--- config.mk ---
export PLATFORM = sky130hd
export DESIGN_NAME = alu_mdu_flat
export DESIGN_NICKNAME = d
export VERILOG_FILES = /design/src/rtl/alu_mdu_if.sv /design/src/rtl/alu_mdu.sv /design/src/flat_wrapper.sv
export SDC_FILE = /design/constraint.sdc
export NUM_CORES = 1
export LEC_CHECK = 0
export ABC_CLOCK_PERIOD_IN_PS = 6500
export CORE_ASPECT_RATIO = 1.2
export CORE_MARGIN = 4
export CORE_UTILIZATION = 45
export DETAILED_ROUTE_END_ITERATION = 8
export GPL_TIMING_DRIVEN = 1
export PLACE_DENSITY_LB_ADDON = 0.1
export SLEW_MARGIN = 15
export SYNTH_ARGS = -nofsm -noshare
export SYNTH_HDL_FRONTEND = slang
export SYNTH_SLANG_ARGS = --single-unit
--- constraint.sdc ---
create_clock -name clk -period 6.5 [get_ports clk]
set_input_delay 1.3 -clock clk [delete_from_list [all_inputs] [get_ports clk]]
set_output_delay 1.3 -clock clk [all_outputs]
set_load 0.03 [all_outputs]
--- src/rtl/alu_mdu_if.sv ---
// Request/response bundle for the RV32M multiply/divide unit: operands in
// with a valid/ready handshake, result out with a valid/ready handshake.
interface alu_mdu_if #(
    parameter int DATA_WIDTH = 31
);
    logic                  i_valid;
    logic                  o_ready;
    logic [2:0]            i_funct3;
    logic [DATA_WIDTH:0]   i_rs1_data;
    logic [DATA_WIDTH:0]   i_rs2_data;
    logic                  o_valid;
    logic                  i_ready;
    logic [DATA_WIDTH:0]   o_rd_data;
    logic                  o_busy;

    modport master (
        output i_valid, i_funct3, i_rs1_data, i_rs2_data, i_ready,
        input  o_ready, o_valid, o_rd_data, o_busy
    );

    modport slave (
        input  i_valid, i_funct3, i_rs1_data, i_rs2_data, i_ready,
        output o_ready, o_valid, o_rd_data, o_busy
    );
endinterface

--- src/rtl/alu_mdu.sv ---
// Iterative RV32M multiply/divide unit: shift-add multiply retiring MUL_BITS
// multiplier bits per cycle, restoring divide retiring one quotient bit per cycle.
module alu_mdu #(
    parameter int DATA_WIDTH = 31,
    parameter int MUL_BITS   = 2
) (
    input  logic       clk,
    input  logic       rst,
    input  logic       clk_en,
    alu_mdu_if.slave   bus
);
    localparam int XLEN      = DATA_WIDTH + 1;
    localparam int MUL_ITERS = XLEN / MUL_BITS;
    localparam int CW        = $clog2(XLEN);

    localparam logic [CW-1:0]   MUL_LAST = CW'(MUL_ITERS - 1);
    localparam logic [CW-1:0]   DIV_LAST = CW'(XLEN - 1);
    localparam logic [XLEN-1:0] MOST_NEG = {1'b1, {(XLEN-1){1'b0}}};

    localparam logic [1:0] IDLE = 2'd0;
    localparam logic [1:0] MUL  = 2'd1;
    localparam logic [1:0] DIV  = 2'd2;
    localparam logic [1:0] DONE = 2'd3;

    logic [1:0]        state;
    logic [CW-1:0]     count;
    logic [XLEN-1:0]   opnd;
    logic [2*XLEN-1:0] acc;
    logic              res_neg;
    logic              sel_hi;
    logic [XLEN-1:0]   rd_data;

    logic              is_div, a_sgn, b_sgn, a_neg, b_neg;
    logic              b_zero, ovf, fast;
    logic [XLEN-1:0]   a_abs, b_abs, fast_res;

    logic [XLEN+MUL_BITS-1:0]   partial, mul_hi;
    logic [2*XLEN+MUL_BITS-1:0] mul_wide;
    logic [2*XLEN-1:0]          mul_next, mul_sgn;
    logic [XLEN-1:0]            mul_res;

    logic [XLEN:0]     div_shift, div_diff;
    logic              div_ok;
    logic [2*XLEN-1:0] div_next;
    logic [XLEN-1:0]   div_sel, div_res;

    // Request decode: operand signedness, magnitudes and the special divide cases
    always_comb begin
        is_div   = bus.i_funct3[2];
        a_sgn    = is_div ? ~bus.i_funct3[0] : (bus.i_funct3[1:0] != 2'b11);
        b_sgn    = is_div ? ~bus.i_funct3[0] : ~bus.i_funct3[1];
        a_neg    = a_sgn & bus.i_rs1_data[XLEN-1];
        b_neg    = b_sgn & bus.i_rs2_data[XLEN-1];
        a_abs    = a_neg ? -bus.i_rs1_data : bus.i_rs1_data;
        b_abs    = b_neg ? -bus.i_rs2_data : bus.i_rs2_data;
        b_zero   = (bus.i_rs2_data == '0);
        ovf      = is_div & ~bus.i_funct3[0] & (bus.i_rs1_data == MOST_NEG)
                   & (bus.i_rs2_data == '1);
        fast     = is_div & (b_zero | ovf);
        fast_res = '0;
        if (b_zero)
            fast_res = bus.i_funct3[1] ? bus.i_rs1_data : '1;
        else
            fast_res = bus.i_funct3[1] ? '0 : bus.i_rs1_data;
    end

    // acc holds {partial product, remaining multiplier bits}; both shift right together
    always_comb begin
        partial  = {{MUL_BITS{1'b0}}, opnd} * {{XLEN{1'b0}}, acc[MUL_BITS-1:0]};
        mul_hi   = {{MUL_BITS{1'b0}}, acc[2*XLEN-1:XLEN]} + partial;
        mul_wide = {mul_hi, acc[XLEN-1:0]};
        mul_next = mul_wide[2*XLEN+MUL_BITS-1:MUL_BITS];
        mul_sgn  = res_neg ? -mul_next : mul_next;
        mul_res  = sel_hi ? mul_sgn[2*XLEN-1:XLEN] : mul_sgn[XLEN-1:0];
    end

    // acc holds {partial remainder, dividend/quotient}; quotient bits enter at the LSB
    always_comb begin
        div_shift = acc[2*XLEN-1:XLEN-1];
        div_diff  = div_shift - {1'b0, opnd};
        div_ok    = ~div_diff[XLEN];
        div_next  = {(div_ok ? div_diff[XLEN-1:0] : div_shift[XLEN-1:0]),
                     acc[XLEN-2:0], div_ok};
        div_sel   = sel_hi ? div_next[2*XLEN-1:XLEN] : div_next[XLEN-1:0];
        div_res   = res_neg ? -div_sel : div_sel;
    end

    always_ff @(posedge clk or posedge rst) begin
        if (rst) begin
            state   <= IDLE;
            count   <= '0;
            opnd    <= '0;
            acc     <= '0;
            res_neg <= 1'b0;
            sel_hi  <= 1'b0;
            rd_data <= '0;
        end else if (clk_en) begin
            case (state)
                IDLE: begin
                    if (bus.i_valid) begin
                        count <= '0;
                        if (fast) begin
                            state   <= DONE;
                            rd_data <= fast_res;
                        end else if (is_div) begin
                            state   <= DIV;
                            opnd    <= b_abs;
                            acc     <= {{XLEN{1'b0}}, a_abs};
                            res_neg <= bus.i_funct3[1] ? a_neg : (a_neg ^ b_neg);
                            sel_hi  <= bus.i_funct3[1];
                        end else begin
                            state   <= MUL;
                            opnd    <= a_abs;
                            acc     <= {{XLEN{1'b0}}, b_abs};
                            res_neg <= a_neg ^ b_neg;
                            sel_hi  <= (bus.i_funct3[1:0] != 2'b00);
                        end
                    end
                end
                MUL: begin
                    acc   <= mul_next;
                    count <= count + 1'b1;
                    if (count == MUL_LAST) begin
                        state   <= DONE;
                        rd_data <= mul_res;
                    end
                end
                DIV: begin
                    acc   <= div_next;
                    count <= count + 1'b1;
                    if (count == DIV_LAST) begin
                        state   <= DONE;
                        rd_data <= div_res;
                    end
                end
                DONE: begin
                    if (bus.i_ready)
                        state <= IDLE;
                end
                default: state <= IDLE;
            endcase
        end
    end

    assign bus.o_ready   = (state == IDLE);
    assign bus.o_valid   = (state == DONE);
    assign bus.o_busy    = (state != IDLE);
    assign bus.o_rd_data = rd_data;
endmodule

--- src/flat_wrapper.sv ---
// flat-port wrapper written by rule: the top's interface ports become plain ports
module alu_mdu_flat 
#(
    parameter int DATA_WIDTH = 31,
    parameter int MUL_BITS   = 2
)
  (clk, rst, clk_en, bus_i_valid, bus_i_funct3, bus_i_rs1_data, bus_i_rs2_data, bus_i_ready, bus_o_ready, bus_o_valid, bus_o_rd_data, bus_o_busy);
  alu_mdu_if #(.DATA_WIDTH(DATA_WIDTH)) bus_i ();
  input  logic clk;
  input  logic rst;
  input  logic clk_en;
  input wire logic [$bits(bus_i.i_valid)-1:0] bus_i_valid;
  input wire logic [$bits(bus_i.i_funct3)-1:0] bus_i_funct3;
  input wire logic [$bits(bus_i.i_rs1_data)-1:0] bus_i_rs1_data;
  input wire logic [$bits(bus_i.i_rs2_data)-1:0] bus_i_rs2_data;
  input wire logic [$bits(bus_i.i_ready)-1:0] bus_i_ready;
  output wire logic [$bits(bus_i.o_ready)-1:0] bus_o_ready;
  output wire logic [$bits(bus_i.o_valid)-1:0] bus_o_valid;
  output wire logic [$bits(bus_i.o_rd_data)-1:0] bus_o_rd_data;
  output wire logic [$bits(bus_i.o_busy)-1:0] bus_o_busy;
  assign bus_i.i_valid = bus_i_valid;
  assign bus_i.i_funct3 = bus_i_funct3;
  assign bus_i.i_rs1_data = bus_i_rs1_data;
  assign bus_i.i_rs2_data = bus_i_rs2_data;
  assign bus_i.i_ready = bus_i_ready;
  assign bus_o_ready = bus_i.o_ready;
  assign bus_o_valid = bus_i.o_valid;
  assign bus_o_rd_data = bus_i.o_rd_data;
  assign bus_o_busy = bus_i.o_busy;
  alu_mdu #(.DATA_WIDTH(DATA_WIDTH), .MUL_BITS(MUL_BITS)) u_core (.clk(clk), .rst(rst), .clk_en(clk_en), .bus(bus_i));
endmodule
-- Word-level counts from Yosys, hierarchy flattened
Cells that the tools add are included.
- add/sub/neg operators: 7
- multiply operators: 1
- eq/ne operators: 14
- multiplexer cells: 34
- bitwise operators: 12
- reductions and logical operators: 12
- operators with widths (cell ; number):
    32-bit two-way mux ; 15
    64-bit two-way mux ; 3
    64-bit one-hot mux with 3 select lines ; 1
    32-bit negator ; 3
    32-bit one-hot mux with 3 select lines ; 1
    32-bit == test (second input constant) ; 2
    64-bit negator ; 1
    32-bit by 34-bit adder with 34-bit output ; 1
    32-bit by 2-bit multiplier with 34-bit output ; 1
    33-bit by 32-bit subtractor with 33-bit output ; 1
    32-bit zero test ; 1
    2-bit two-way mux ; 6
    5-bit one-hot mux with 2 select lines ; 1
    2-bit != test (second input constant) ; 4
    2-bit one-hot mux with 4 select lines ; 1
    4-bit AND reduction ; 2
    1-bit bitwise AND ; 6
    2-bit by 1-bit != test with 1-bit output (second input constant) ; 3
    6-bit AND reduction ; 1
    2-bit nonzero test ; 3
    5-bit by 1-bit adder with 5-bit output (second input constant) ; 1
    5-bit by 4-bit == test with 1-bit output (second input constant) ; 1
    5-bit == test (second input constant) ; 1
    1-bit two-way mux ; 5
    other kinds (11) ; 15
- register bits after elaboration: 137
- input port bits: 72
- logic and storage cells: 87

-- Depth between registers and ports, before layout
- depth after elaboration: 9
- depth in mapped cells: 24

-- Worst setup path after synthesis
OpenSTA, ideal clock, no wires.
- kind: flip-flop to flip-flop
- from: register u_core.acc[1]
- to: register u_core.rd_data[28] (netlist: u_core.bus.o_rd_data[28])
- library setup time: 0.128 ns
- arrival time: 5.253 ns
- path slack: 1.119 ns
- stages on the path, launching flop included: 20
- buffers on the path: 2
- clock period less this slack: 5.381 ns
- cells stage by stage: dfrtp_1 clkbuf_1 clkbuf_1 nand2_1 fa_1 inv_1 ha_1 fa_1 xor2_1 or3_1 or4_1 or2_2 or3_1 or4_4 nand3b_4 o31ai_2 xor2_1 nor2_1 nor4_1 o21ai_1
- cells in the longest elaborated chain, start to end: 7
- elaborated cells on any way between the ends: 11
- RTL lines (item ; RTL line ; RTL):
    from (decl) ; alu_mdu.sv:28 ; logic [2*XLEN-1:0] acc;
    from (signal assigned) ; alu_mdu.sv:108 ; acc <= {{XLEN{1'b0}}, a_abs};
    from (signal assigned) ; alu_mdu.sv:114 ; acc <= {{XLEN{1'b0}}, b_abs};
    from (signal assigned) ; alu_mdu.sv:121 ; acc <= mul_next;
    32-bit by 2-bit multiplier with 34-bit output ; alu_mdu.sv:69 ; partial = {{MUL_BITS{1'b0}}, opnd} * {{XLEN{1'b0}}, acc[MUL_BITS-1:0]};
    32-bit by 34-bit adder with 34-bit output ; alu_mdu.sv:70 ; mul_hi = {{MUL_BITS{1'b0}}, acc[2*XLEN-1:XLEN]} + partial;
    64-bit negator ; alu_mdu.sv:73 ; mul_sgn = res_neg ? -mul_next : mul_next;
    64-bit two-way mux ; alu_mdu.sv:73 ;
    32-bit two-way mux ; alu_mdu.sv:74 ; mul_res = sel_hi ? mul_sgn[2*XLEN-1:XLEN] : mul_sgn[XLEN-1:0];
    32-bit two-way mux ; alu_mdu.sv:123 ; if (count == MUL_LAST) begin
    32-bit one-hot mux with 3 select lines (*) ; alu_mdu.sv:98 ; case (state)
    to (signal assigned) ; alu_mdu.sv:104 ; rd_data <= fast_res;
    to (signal assigned) ; alu_mdu.sv:125 ; rd_data <= mul_res;
    to (signal assigned) ; alu_mdu.sv:133 ; rd_data <= div_res;
    to (decl) ; alu_mdu.sv:31 ; logic [XLEN-1:0] rd_data;
Every way passes the cells marked *; elsewhere a longest branch is shown, timed or not. The select of a mux whose other input is x is not followed.
A chain may end at the register's enable or synchronous reset.

-- Final worst setup path
- from: register u_core.acc[31]
- to: register u_core.rd_data[20] (netlist: u_core.bus.o_rd_data[20])
- cells in the longest elaborated chain, start to end: 7
- elaborated cells on any way between the ends: 12
- RTL lines (item ; RTL line ; RTL):
    33-bit by 32-bit subtractor with 33-bit output ; alu_mdu.sv:80 ; div_diff = div_shift - {1'b0, opnd};
    32-bit two-way mux / 1-bit inverter (equally long branches) ; alu_mdu.sv:82, alu_mdu.sv:81 ;
    32-bit two-way mux ; alu_mdu.sv:84 ; div_sel = sel_hi ? div_next[2*XLEN-1:XLEN] : div_next[XLEN-1:0];
    32-bit negator ; alu_mdu.sv:85 ; div_res = res_neg ? -div_sel : div_sel;
    32-bit two-way mux ; alu_mdu.sv:85 ;
    32-bit two-way mux ; alu_mdu.sv:131 ; if (count == DIV_LAST) begin
    32-bit one-hot mux with 3 select lines (*) ; alu_mdu.sv:98 ;
Marked as above.

==> flow_summary.toml <==
[run_status]
status = "finished, final reports clean"

[final_layout]
final.fill_count = 3837
area_delta_synth_final_pct = 11.6
drive_gt1_share_pct = 5.82
seq_area_sq_mm = 0.00343
finish.net_count = 2608
stdcell_count = 2918
layout_common_cells = "nand2_1, o21ai_0, a21oi_1, nor2_1, dfrtp_1"
layout_commonest_cell = "nand2_1"
antenna-diode-count = 0
multiInputGateArea_sq_mm = 0.0129

[routing]
wire_per_inst_microns = 24.1
drt_pre_antenna_iters = 5
vias = 18600
ant_nets = 0
drcViolationCount = 0
via_per_inst = 6.36
drt-initial-drc-count = 1796
routed_wl_microns = 70300

[setup_path]
cp_data_required_time_ns = 6.85
rr_worst_depth = 20
r2r_setup_slack_ns = 0.51
path_class = "reg2reg"
critPathMaxFanout = 8
rr_endpoint = "u_core.bus.o_rd_data[20]"
critPathLaunchType = "register"
critPathArrivalTime_ns = 6.34
r2r-start = "u_core.acc[31]"
endpoint_kind = "register"

[sta]
setup_violations = 0
holdWs_ns = 0.496
rsz0062_at_grt = "false"
slew_headroom_pct = 27.8
setup_ws_ns = 0.505
fin_skew_ns = 0.0114
finalMaxSlewViolations = 0
tightest_slew_ns = 1.08
timing.final.crit_share_pct = 92.2
hold_viol_final = 0
timing.fmax_mhz = 167
min_period_ns = 5.99
fin_setup_tns_ns = 0

[worst_hold_path]
worst_hold_startpoint = "u_core.bus.o_rd_data[7]"
hold_class = "reg2reg"
hold_depth = 2
min_to = "u_core.bus.o_rd_data[7]"

[grt]
grt_first_pass_wirelength_microns = 107000
gr-max-usage-layer = "met2"
grt_use_met2_pct = 52.1
antenna_found_initial = 0
grt-ovfl-total = 0
grt_max_degree = 98
grt_pass1_vias = 17700
track_usage_pct = 32.6
use_met1_pct = 42.4
use_met3_pct = 5.22

[yosys]
synth_simple_gate_area_share_pct = 21.7
synth_enable_flop_cells = 0
async_reset_ff_share_pct = 100
synth-seq-cells = 137
synth_top_family_by_area = "compound AO/OA/AOI/OAI gates"
synth_area_sq_mm = 0.0175
synth_seq_area_share_pct = 19.6
synth.distinct_cells = 82
ys_warn_count = 0
synth_xor_area_share_pct = 9.68
synth.avg_cell_area_sq_um = 7.21
synth_top_cells_by_area = "dfrtp_1, nand2_1, o21ai_0"
synth_top_area_share_pct = 19.6
syn_nets = 2605
muxShareOfSynthArea_pct = 1.68
synth_ff_type = "dfrtp_1"
netlist_instances = 2422
yosysTopAreaCell = "dfrtp_1"
yosys.area_share.adder_pct = 11.1
synth-compound-area-share_pct = 29.3

[floorplanning]
initial_core_util_pct = 45.9
fp-row-count = 78
io_pins = 107
die_h_microns = 224
core_sq_mm = 0.0381
die_w_microns = 188
dieArea_sq_mm = 0.0420

[placed_design]
gp_congestion = 0.989
numPortBuffers = 106
hpwl_microns = 56000
place_ws_ns = 0.315
post-place-cells = 2886

[power]
irDropWorstVdd_v = 0.000392
p_leak_nw = 8.08
p_per_area_mw_per_mm2 = 634

[clocking]
cts.sinks = 137
cts.reportedPaths.clkPinSlew_ns = 0.07
cts-root-buf = "clkbuf_16"
cts_buffers = 17
hold_buffers = 0
cts-resized-gates = 0
worstSkewPairLatency_ns = 0.46
htree_levels = 4
tritoncts = "built"
clock_path_buffers = 2
postCtsSetupBuffers = 0

[flow_run]
drv_cap = 0
## cell families after synthesis
logic type | after synthesis
and+or+nand+nor | 814
AOI/OAI and AO/OA | 802
muxes | 28
DFF | 137
adders and majority gates | 142
buffers and inverters | 306
xor gates and xnor gates | 193
## metal layers
metal  up-vias  part of all wire, %
li1       8728                    -
met1      8866                   42
met2       776                   45
met3       180                  6.8
met4         0                  6.1
met5         -                    0
## worst max-delay path, cell delays in order (launching register included)
cell and delay [ns]:
dfrtp_1 0.39, inv_1 0.11, ha_1 0.19, inv_1 0.06
fa_1 0.41, a21o_1 0.24, a221oi_1 0.63, a211o_1 0.37
a21bo_2 0.24, a21oi_1 0.33, o21ai_0 0.36, o21ai_0 0.23
inv_1 0.10, ha_1 0.20, o2111ai_1 0.30, or3_1 0.62
nor2b_1 0.25, o31ai_1 0.09, a311oi_1 0.46, buf_4 0.21
o21ai_0 0.08
## synth_stat cells, types with 6 or more instances
master	count
a21o_1	24
nor3_1	69
a21boi_0	6
or3_1	35
a221oi_1	22
buf_1	11
o21bai_1	10
or4_1	20
and3_1	11
nand2_1	332
o221ai_1	7
inv_1	128
maj3_1	31
o31ai_1	81
o211ai_1	23
o41ai_1	18
nand4_1	19
buf_2	19
xnor2_1	108
or2_2	17
nor2b_1	10
clkbuf_1	141
fa_1	33
mux2_2	10
dfrtp_1	137
o21a_1	13
a31oi_1	13
a311o_1	6
a311oi_1	7
a22oi_1	24
nor4_1	15
nand3_1	32
a211oi_1	22
and2_1	31
nand2b_1	12
a211o_1	9
mux2i_1	18
xor2_1	85
o21ai_0	243
a221o_1	25
a21oi_1	197
nor2_1	187
ha_1	78
## cell type report
| type | instances | area share, % |
|---|---|---|
| multi-input cells | 1979 | 66.1 |
| repair buffers | 159 | 7.72 |
| flip-flops and latches | 137 | 17.6 |
| clock buffers | 18 | 2.20 |
| inverters | 131 | 2.55 |
| clock inverters | 14 | 0.668 |
| well taps | 480 | 3.08 |
## sequential cells by signal, indices dropped and copies added (netlist names)
register,flops
u_core.state,2
u_core.acc,64
u_core.res_neg,1
u_core.count,5
u_core.sel_hi,1
u_core.bus.o_rd_data,32
u_core.opnd,32
## through the flow
stage / area [sq um] / power, W / util (%)
4_1_cts: 19500 / 0.0122 / 51.2
3_3_place_gp: 18900 / 0.0111 / 49.7
3_5_place_dp: 18900 / 0.0111 / 49.7
5_1_grt: 19500 / 0.0132 / 51.2
6_report: 19500 / 0.0123 / 51.2
2_1_floorplan: 17500 / 0.00806 / -
## power by group
part           total [W]  leakage [nW]  switching, W  internal [W]
Combinational    0.00947          6.06       0.00619       0.00328
Clock           0.000967         0.275      0.000462      0.000506
Sequential       0.00191          1.75      0.000682       0.00123
Total             0.0123          8.08       0.00733       0.00502
## worst max-delay path by stage
stage                                    end  depth (start not counted)         startpoint
floorplan           u_core.bus.o_rd_data[28]                         19      u_core.acc[1]
global placement    u_core.bus.o_rd_data[17]                         15  bus_i_rs2_data[0]
detailed placement  u_core.bus.o_rd_data[17]                         15  bus_i_rs2_data[0]
CTS                 u_core.bus.o_rd_data[31]                         18      u_core.acc[0]
global route        u_core.bus.o_rd_data[20]                         20     u_core.acc[31]
finish              u_core.bus.o_rd_data[20]                         20     u_core.acc[31]
Note: power is estimated with default switching activity, not from simulation.
